$ cat src/rtl/nand_toggle_gen.sv
// -----------------------------------------------------------------------------
// nand_toggle_gen
//
// Strobe generator for the NAND pad control bus. Once the PLL is locked and a
// burst is requested, it emits cnt_upto pulses. Each pulse drives vec_active
// for S cycles and then vec_idle for H cycles. S and H are setup_cyc and
// hold_cyc, each clamped to a minimum of 1. In read mode the NAND data bus is
// captured on the last active cycle of every pulse.
//
// Ports
//   clk         PLL clock (single domain)
//   reset       asynchronous, active-high reset
//   enable      burst request, held high for the whole burst
//   locked      PLL lock; bursts start and continue only while high
//   mode        0 = write burst, 1 = read burst
//   cnt_upto    number of pulses in the burst (latched at start)
//   setup_cyc   active-phase length in cycles (latched at start)
//   hold_cyc    idle-phase length in cycles (latched at start)
//   vec_active  live vector driven during the active phase
//   vec_idle    live vector driven at all other times
//   din         NAND data bus, sampled in read mode
//   vec_out     control vector to the pads
//   busy        high while in ACTIVE or HOLD
//   done        burst completed normally; held until enable falls
//   pulse_cnt   pulses completed in the current burst
//   rd_data     last captured read byte
//   rd_valid    one-cycle strobe qualifying rd_data
// -----------------------------------------------------------------------------
module nand_toggle_gen #(
   parameter int VEC_W = 5,
   parameter int CNT_W = 12,
   parameter int DLY_W = 4,
   parameter int DAT_W = 8
) (
   input  logic             clk,
   input  logic             reset,
   input  logic             enable,
   input  logic             locked,
   input  logic             mode,
   input  logic [CNT_W-1:0] cnt_upto,
   input  logic [DLY_W-1:0] setup_cyc,
   input  logic [DLY_W-1:0] hold_cyc,
   input  logic [VEC_W-1:0] vec_active,
   input  logic [VEC_W-1:0] vec_idle,
   input  logic [DAT_W-1:0] din,
   output logic [VEC_W-1:0] vec_out,
   output logic             busy,
   output logic             done,
   output logic [CNT_W-1:0] pulse_cnt,
   output logic [DAT_W-1:0] rd_data,
   output logic             rd_valid
);

   localparam logic [1:0] ST_IDLE   = 2'd0;
   localparam logic [1:0] ST_ACTIVE = 2'd1;
   localparam logic [1:0] ST_HOLD   = 2'd2;
   localparam logic [1:0] ST_DONE   = 2'd3;

   // A programmed length of zero behaves as a length of one.
   function automatic logic [DLY_W-1:0] clamp_min1(input logic [DLY_W-1:0] x);
      return (x == '0) ? DLY_W'(1) : x;
   endfunction

   logic [1:0]       state_q,    state_d;
   logic             sel_act_q,  sel_act_d;
   logic [DLY_W-1:0] dly_q,      dly_d;
   logic [CNT_W-1:0] pcnt_q,     pcnt_d;
   logic [DAT_W-1:0] rd_data_q,  rd_data_d;
   logic             rd_valid_q, rd_valid_d;

   // Burst configuration captured at start; only read while a burst is live.
   logic [CNT_W-1:0] upto_q,     upto_d;
   logic             mode_q,     mode_d;
   logic [DLY_W-1:0] s_q,        s_d;
   logic [DLY_W-1:0] h_q,        h_d;

   logic go;
   assign go = enable && locked;

   always_comb begin
      state_d    = state_q;
      dly_d      = dly_q;
      pcnt_d     = pcnt_q;
      rd_data_d  = rd_data_q;
      rd_valid_d = 1'b0;
      upto_d     = upto_q;
      mode_d     = mode_q;
      s_d        = s_q;
      h_d        = h_q;

      case (state_q)
         ST_IDLE: begin
            dly_d  = '0;
            pcnt_d = '0;
            if (go) begin
               upto_d  = cnt_upto;
               mode_d  = mode;
               s_d     = clamp_min1(setup_cyc);
               h_d     = clamp_min1(hold_cyc);
               state_d = (cnt_upto == '0) ? ST_DONE : ST_ACTIVE;
            end
         end

         // Abort takes priority over phase completion so that an aborted
         // pulse neither counts nor issues a read strobe.
         ST_ACTIVE: begin
            if (!go) begin
               state_d = ST_IDLE;
               dly_d   = '0;
               pcnt_d  = '0;
            end else if (dly_q == s_q - DLY_W'(1)) begin
               state_d = ST_HOLD;
               dly_d   = '0;
               pcnt_d  = pcnt_q + CNT_W'(1);
               if (mode_q) begin
                  rd_data_d  = din;
                  rd_valid_d = 1'b1;
               end
            end else begin
               dly_d = dly_q + DLY_W'(1);
            end
         end

         ST_HOLD: begin
            if (!go) begin
               state_d = ST_IDLE;
               dly_d   = '0;
               pcnt_d  = '0;
            end else if (dly_q == h_q - DLY_W'(1)) begin
               dly_d   = '0;
               state_d = (pcnt_q == upto_q) ? ST_DONE : ST_ACTIVE;
            end else begin
               dly_d = dly_q + DLY_W'(1);
            end
         end

         ST_DONE: begin
            if (!enable) begin
               state_d = ST_IDLE;
               pcnt_d  = '0;
            end
         end

         default: begin
            state_d = ST_IDLE;
            dly_d   = '0;
            pcnt_d  = '0;
         end
      endcase

      // Registered select: vec_out follows the live vectors but switches
      // between them exactly on the state boundary.
      sel_act_d = (state_d == ST_ACTIVE);
   end

   always_ff @(posedge clk or posedge reset) begin
      if (reset) begin
         state_q    <= ST_IDLE;
         sel_act_q  <= 1'b0;
         dly_q      <= '0;
         pcnt_q     <= '0;
         rd_data_q  <= '0;
         rd_valid_q <= 1'b0;
      end else begin
         state_q    <= state_d;
         sel_act_q  <= sel_act_d;
         dly_q      <= dly_d;
         pcnt_q     <= pcnt_d;
         rd_data_q  <= rd_data_d;
         rd_valid_q <= rd_valid_d;
      end
   end

   always_ff @(posedge clk) begin
      upto_q <= upto_d;
      mode_q <= mode_d;
      s_q    <= s_d;
      h_q    <= h_d;
   end

   assign vec_out   = sel_act_q ? vec_active : vec_idle;
   assign busy      = (state_q == ST_ACTIVE) || (state_q == ST_HOLD);
   assign done      = (state_q == ST_DONE);
   assign pulse_cnt = pcnt_q;
   assign rd_data   = rd_data_q;
   assign rd_valid  = rd_valid_q;

endmodule

$ cat config.mk
export PLATFORM = sky130hd
export DESIGN_NAME = nand_toggle_gen
export DESIGN_NICKNAME = d
export VERILOG_FILES = /design/src/rtl/nand_toggle_gen.sv
export SDC_FILE = /design/constraint.sdc
export NUM_CORES = 1
export LEC_CHECK = 0
export ABC_AREA = 1
export ABC_CLOCK_PERIOD_IN_PS = 3700
export CORE_ASPECT_RATIO = 0.6
export CORE_UTILIZATION = 45
export CTS_BUF_LIST = sky130_fd_sc_hd__clkbuf_2
export CTS_CLUSTER_SIZE = 20
export DETAILED_ROUTE_END_ITERATION = 8
export HOLD_SLACK_MARGIN = 0.12
export PLACE_DENSITY = 0.85
export SYNTH_ARGS = -nofsm -noshare
export SYNTH_HDL_FRONTEND = slang
export SYNTH_SLANG_ARGS = --single-unit
$ cat constraint.sdc
create_clock -name clk -period 3.7 [get_ports clk]
set_input_delay 0.925 -clock clk [delete_from_list [all_inputs] [get_ports clk]]
set_output_delay 0.925 -clock clk [all_outputs]
set_load 0.03 [all_outputs]
After elaboration in Yosys (flattened, before gate mapping)
Index checks and enable logic that the tools add are counted.
- register bits after elaboration: 49
- input bits: 43
- output and inout bits: 28
- logic and storage cells: 58
- add/subtract/negate cells: 4
- equal/unequal tests: 10
- multiplexer cells: 24
- reduce and logical (&&, ||, !) cells: 10
- operator list (operator ; count):
    12-bit two-way mux ; 4
    12-bit one-hot mux with 4 select lines ; 1
    2-bit two-way mux ; 8
    4-bit two-way mux ; 4
    12-bit by 1-bit adder with 12-bit output (second input constant) ; 1
    12-bit == test ; 1
    12-bit logical NOT ; 1
    4-bit one-hot mux with 3 select lines ; 1
    4-bit == test ; 2
    4-bit logical NOT ; 2
    2-bit one-hot mux with 4 select lines ; 1
    4-bit by 1-bit subtractor with 4-bit output (second input constant) ; 2
    5-bit two-way mux ; 1
    4-bit by 1-bit adder with 4-bit output (second input constant) ; 1
    2-bit by 1-bit == test with 1-bit output (second input constant) ; 2
    2-bit == test (second input constant) ; 2
    1-bit two-way mux ; 4
    2-bit inequality test (second input constant) ; 2
    4-bit AND reduction ; 1
    3-bit inequality test (second input constant) ; 1
    3-bit AND reduction ; 1
    3-bit nonzero test ; 1
    2-bit logical NOT ; 1
    2-bit AND reduction ; 1
    other kinds (2) ; 2

Logic depth before layout (Yosys ltp)
- word-level depth: 6
- depth in mapped cells: 15
- gate-level depth less buffers: 15

Worst setup path after synthesis
OpenSTA, ideal clock, no wires.
- path kind: input port to flip-flop
- start point: input enable
- end point: register h_q[0] (enable)
- setup time: 0.399 ns
- arrival time: 1.942 ns
- required time: 3.301 ns
- setup slack: 1.359 ns
- cell stages on the path: 2
- buffers on the path: 0
- cells stage by stage: nand2_2 nor2_1
- longest elaborated chain between the ends: 2
- ends and longest elaborated chain (element ; line ; source):
    start: declaration ; 37 ; input logic enable,
    1-bit logical AND ; 78 ; assign go = enable && locked;
    2-bit AND reduction (no source line) ; n/a ;
    end signal: assignment ; 178 ; h_q <= h_d;
    end: declaration ; 75 ; logic [DLY_W-1:0] h_q, h_d;
Every way passes these cells.
A chain may end at the register's enable or synchronous reset.

Worst setup path after layout
- start point: input vec_idle[4]
- end point: output vec_out[4]
- longest elaborated chain between the ends: 1
- ends and longest elaborated chain (element ; line ; source):
    start: declaration ; 44 ; input logic [VEC_W-1:0] vec_idle,
    5-bit two-way mux ; 181 ; assign vec_out = sel_act_q ? vec_active : vec_idle;
    end: declaration ; 46 ; output logic [VEC_W-1:0] vec_out,
Every way passes these cells.

==> impl_summary.md <==
Status
The flow ran to the end, and the final reports show no timing, DRC or antenna violations.

Synth
The share of synthesized registers carrying an async set or reset is 0.571. The synthesized instance count is 344. The area share of fa/ha/maj cells after synthesis is 0.0451. In this run the cell area of the synthesized design comes to 2770 um2.

Counting flops with a built-in enable in the synthesized netlist gives 21. The synthesis-stage register bit count is 49. The dominant combinational cell family by area after synthesis is simple AND/OR/NAND/NOR gates. The portion of the post-synthesis area used by sequential elements is 0.480. In this run, distinct cell masters in the synthesized netlist total 28. Of the post-synthesis cell area, the part taken by muxes is 0.0203. The net count after synthesis is 397. The most frequently used flop master after synthesis is sky130_fd_sc_hd__dfrtp_1. The count of yosys warnings during synthesis is 0. The area fraction in and, or, nand and nor cells after synthesis is 0.295. The mean instance size in the synthesized netlist is 8.06 um2. The share of the synthesized area in compound gates (AO/OA/AOI/OAI) is 0.0316.

The parity-gate share of the synthesized area counting xor and xnor cells is 0.0379.

Finish
Of the cells placed in the final design, the portion with a size suffix greater than 1 is 0.0821. The most common cell after layout, fill and taps aside is sky130_fd_sc_hd__nand2_1. For this run, the share of the core covered by cells in the final layout is 0.626. The finished cells cover 3600 um2.

The number of antenna diodes in the final layout is 0. Compared with the post-synthesis result, the final layout area differs by 29.8%. In the layout the commonest cells are 116 x sky130_fd_sc_hd__nand2_1, 70 x sky130_fd_sc_hd__clkdlybuf4s50_1, 45 x sky130_fd_sc_hd__inv_1. For this run, the post-layout net count is 466.

Setup path
The maximum fanout along the worst path is 1. The nature of the critical path endpoint is a primary output. The depth of the most critical reg-to-reg path is 9. In this run the critical register-to-register path is launched from state_q[1].

The most critical setup path has its startpoint at vec_idle[4]. The endpoint identified for the worst register-to-register timing path is pulse_cnt[5]. The slack of the worst reg-to-reg path is 1520 ps. Data on the critical path arrives at its endpoint at 2190 ps. The category of the worst setup path launch point is an input port. The startpoint-to-endpoint class of the critical path is in2out. Data on the critical path is required at its endpoint by 2770 ps.

Route
The routed length per placed instance is 13.2 um. The met3 wire length is 671 um. The count of antenna-violating nets left after detailed routing is 0. The vias after detailed routing is 2427.

Signal routing reaches up to met4. Before antenna repair, the detailed router went through 4 iterations. After detailed routing, the number of vias per cell comes to 4.91. Wire segments on met2 add up to 2.68 mm in the final route. The routed design has 6.51 mm of wire. In the final routing, the length of wire on met1 measures 3.07 mm. The post-detailed-route DRC marker count is 0. The count of routing violations after the opening detailed-route iteration is 244.

Placement
Timing analysis after detailed placement gives a worst setup slack of 577 ps. The total placed instance area is 3530 um2. The HPWL after detailed placement is 5.20 mm. The final weighted congestion in routability-driven placement is 0.904. The quantity of I/O buffers inserted on ports is 70.

Global routing
The global-route congestion overflow total is 0. The first global-routing pass estimated 10.9 mm of wire. The global-route usage over all layers is 0.223. Entering global routing, the biggest net connects 29 pins. The via count of the first global-routing pass is 2282. The number of antenna violations at the first check in global routing is 0.

Worst hold path
The min-delay analysis places its worst path in the category reg2reg. The start point of the worst min-delay path is rd_data[2]. The hold path endpoint is rd_data[2]. The cell depth of the worst min-delay path is 2.

Clock tree
After clock tree synthesis, the clock-pin slew on the worst setup and hold paths is 240 ps. Counting along the longest clock path gives a buffer depth of 2. The buffer type at the clock tree root is sky130_fd_sc_hd__clkbuf_2. Clock latency on the worst-skew pair, taken at its later pin, is 440 ps. The H-tree depth is 2. The TritonCTS clock tree is yes. The number of clock buffers inserted by TritonCTS is 5.

The number of hold buffers added after cts is 0. The tree built by TritonCTS fans out to 49 sinks. The number of setup buffers added after CTS is 0. The number of gates resized after CTS was 0.

Timing
The final setup skew is 11.1 ps. Measured against its own limit, the worst slew margin works out to 0.303. In the finished design, the share of the clock period the worst path needs comes to 0.841.

Setup violations remaining at the end of the flow were counted as 0. Derived from the worst setup path, the maximum achievable clock frequency is 321 MHz. Summed over all failing endpoints, the final setup total negative slack is 0 ps. Setup repair after global routing left no endpoint under its margin. The shortest clock period the worst path allows after layout is 3110 ps. The smallest setup slack after layout is 587 ps. The final-report hold violation count came to 0.

The number of max-slew violations in the final report is 0. At the pin with the least slew margin, the transition time is 1040 ps.

Die
The die is 103 um wide. The total core area is 5750 um2. The initialized floorplan defines 21 standard-cell rows.

The die is 62.8 um tall. The overall die area is 6490 um2. For this design the top-level I/O count stands at 71. The initial utilization of the core area, before any placement, comes to 0.482.

Power
The total power per unit cell area is 423 nW/um2. The leakage power of the design is 1.63 nW. VDD sags by at most 0.185 mV.

Flow run
Max-cap violations in this run came to 0.
==> synthesized netlist by cell type (5+ instances only) <==
library cell / count / area [um2]
sky130_fd_sc_hd__nand2_1: 116 / 435
sky130_fd_sc_hd__inv_1: 45 / 169
sky130_fd_sc_hd__dfrtp_1: 28 / 701
sky130_fd_sc_hd__nand3_1: 26 / 130
sky130_fd_sc_hd__edfxtp_1: 21 / 631
sky130_fd_sc_hd__nor2_1: 19 / 71.3
sky130_fd_sc_hd__ha_1: 10 / 125
sky130_fd_sc_hd__nor3_1: 8 / 40.0
sky130_fd_sc_hd__xnor2_1: 8 / 70.1
sky130_fd_sc_hd__clkbuf_1: 7 / 26.3
sky130_fd_sc_hd__inv_2: 7 / 26.3
sky130_fd_sc_hd__nand4_1: 7 / 43.8
sky130_fd_sc_hd__o21ai_1: 7 / 35.0
sky130_fd_sc_hd__mux2_2: 5 / 56.3
==> logic make-up after synthesis <==
logic type,count (synthesis)
mux,5
simple gates,190
flops,49
buf+inv,62
fa+ha+maj,10
compound gates,16
xor+xnor,12
==> per-layer routing <==
layer / up-vias / track usage
met4: 0 / 0.0669
met1: 1072 / 0.329
li1: 1224 / -
met5: - / 0
met2: 118 / 0.317
met3: 13 / 0.0582
==> flip-flops by register name (all words and copies together) (netlist names) <==
register,count
rd_valid,1
state_q,2
upto_q,12
rd_data,8
h_q,4
sel_act_q,1
s_q,4
dly_q,4
mode_q,1
pulse_cnt,12
==> worst max path at each step <==
stage | slack (ps) | end | depth (start not counted)
floorplan | 1360 | h_q[0] | 2
global placement | 590 | vec_out[4] | 3
detailed placement | 580 | vec_out[2] | 3
CTS | 580 | vec_out[2] | 3
global route | 530 | vec_out[1] | 3
finish | 590 | vec_out[4] | 3
==> final cells by class <==
class | count | area [um2]
tap | 80 | 100
timing repair buffer | 71 | 708
clock inverter | 3 | 41.3
multi-input combinational | 233 | 1190
inverter | 53 | 200
clock buffer | 5 | 25.0
fill | 481 | 2150
sequential | 49 | 1330
==> where the power goes <==
group	total [W]	switching (W)	internal, W
clock	0.000289	0.000178	0.000112
sequential	0.000683	0.0000536	0.000630
combinational	0.000550	0.000325	0.000225
==> metrics by stage <==
stage | total power [W] | cells | hold WS (ps)
after floorplan | 0.00106 | 344 | 512
after global placement | 0.00122 | 486 | 463
after detailed placement | 0.00124 | 486 | 472
after CTS | 0.00153 | 494 | 523
after global routing | 0.00162 | 494 | 560
final | 0.00152 | 494 | 521
==> worst max-delay path, cell delays in order <==
cell,delay (ps)
sky130_fd_sc_hd__clkdlybuf4s50_1,460
sky130_fd_sc_hd__mux2_2,140
sky130_fd_sc_hd__clkdlybuf4s50_1,650
Power figures use the tool's default switching activity.
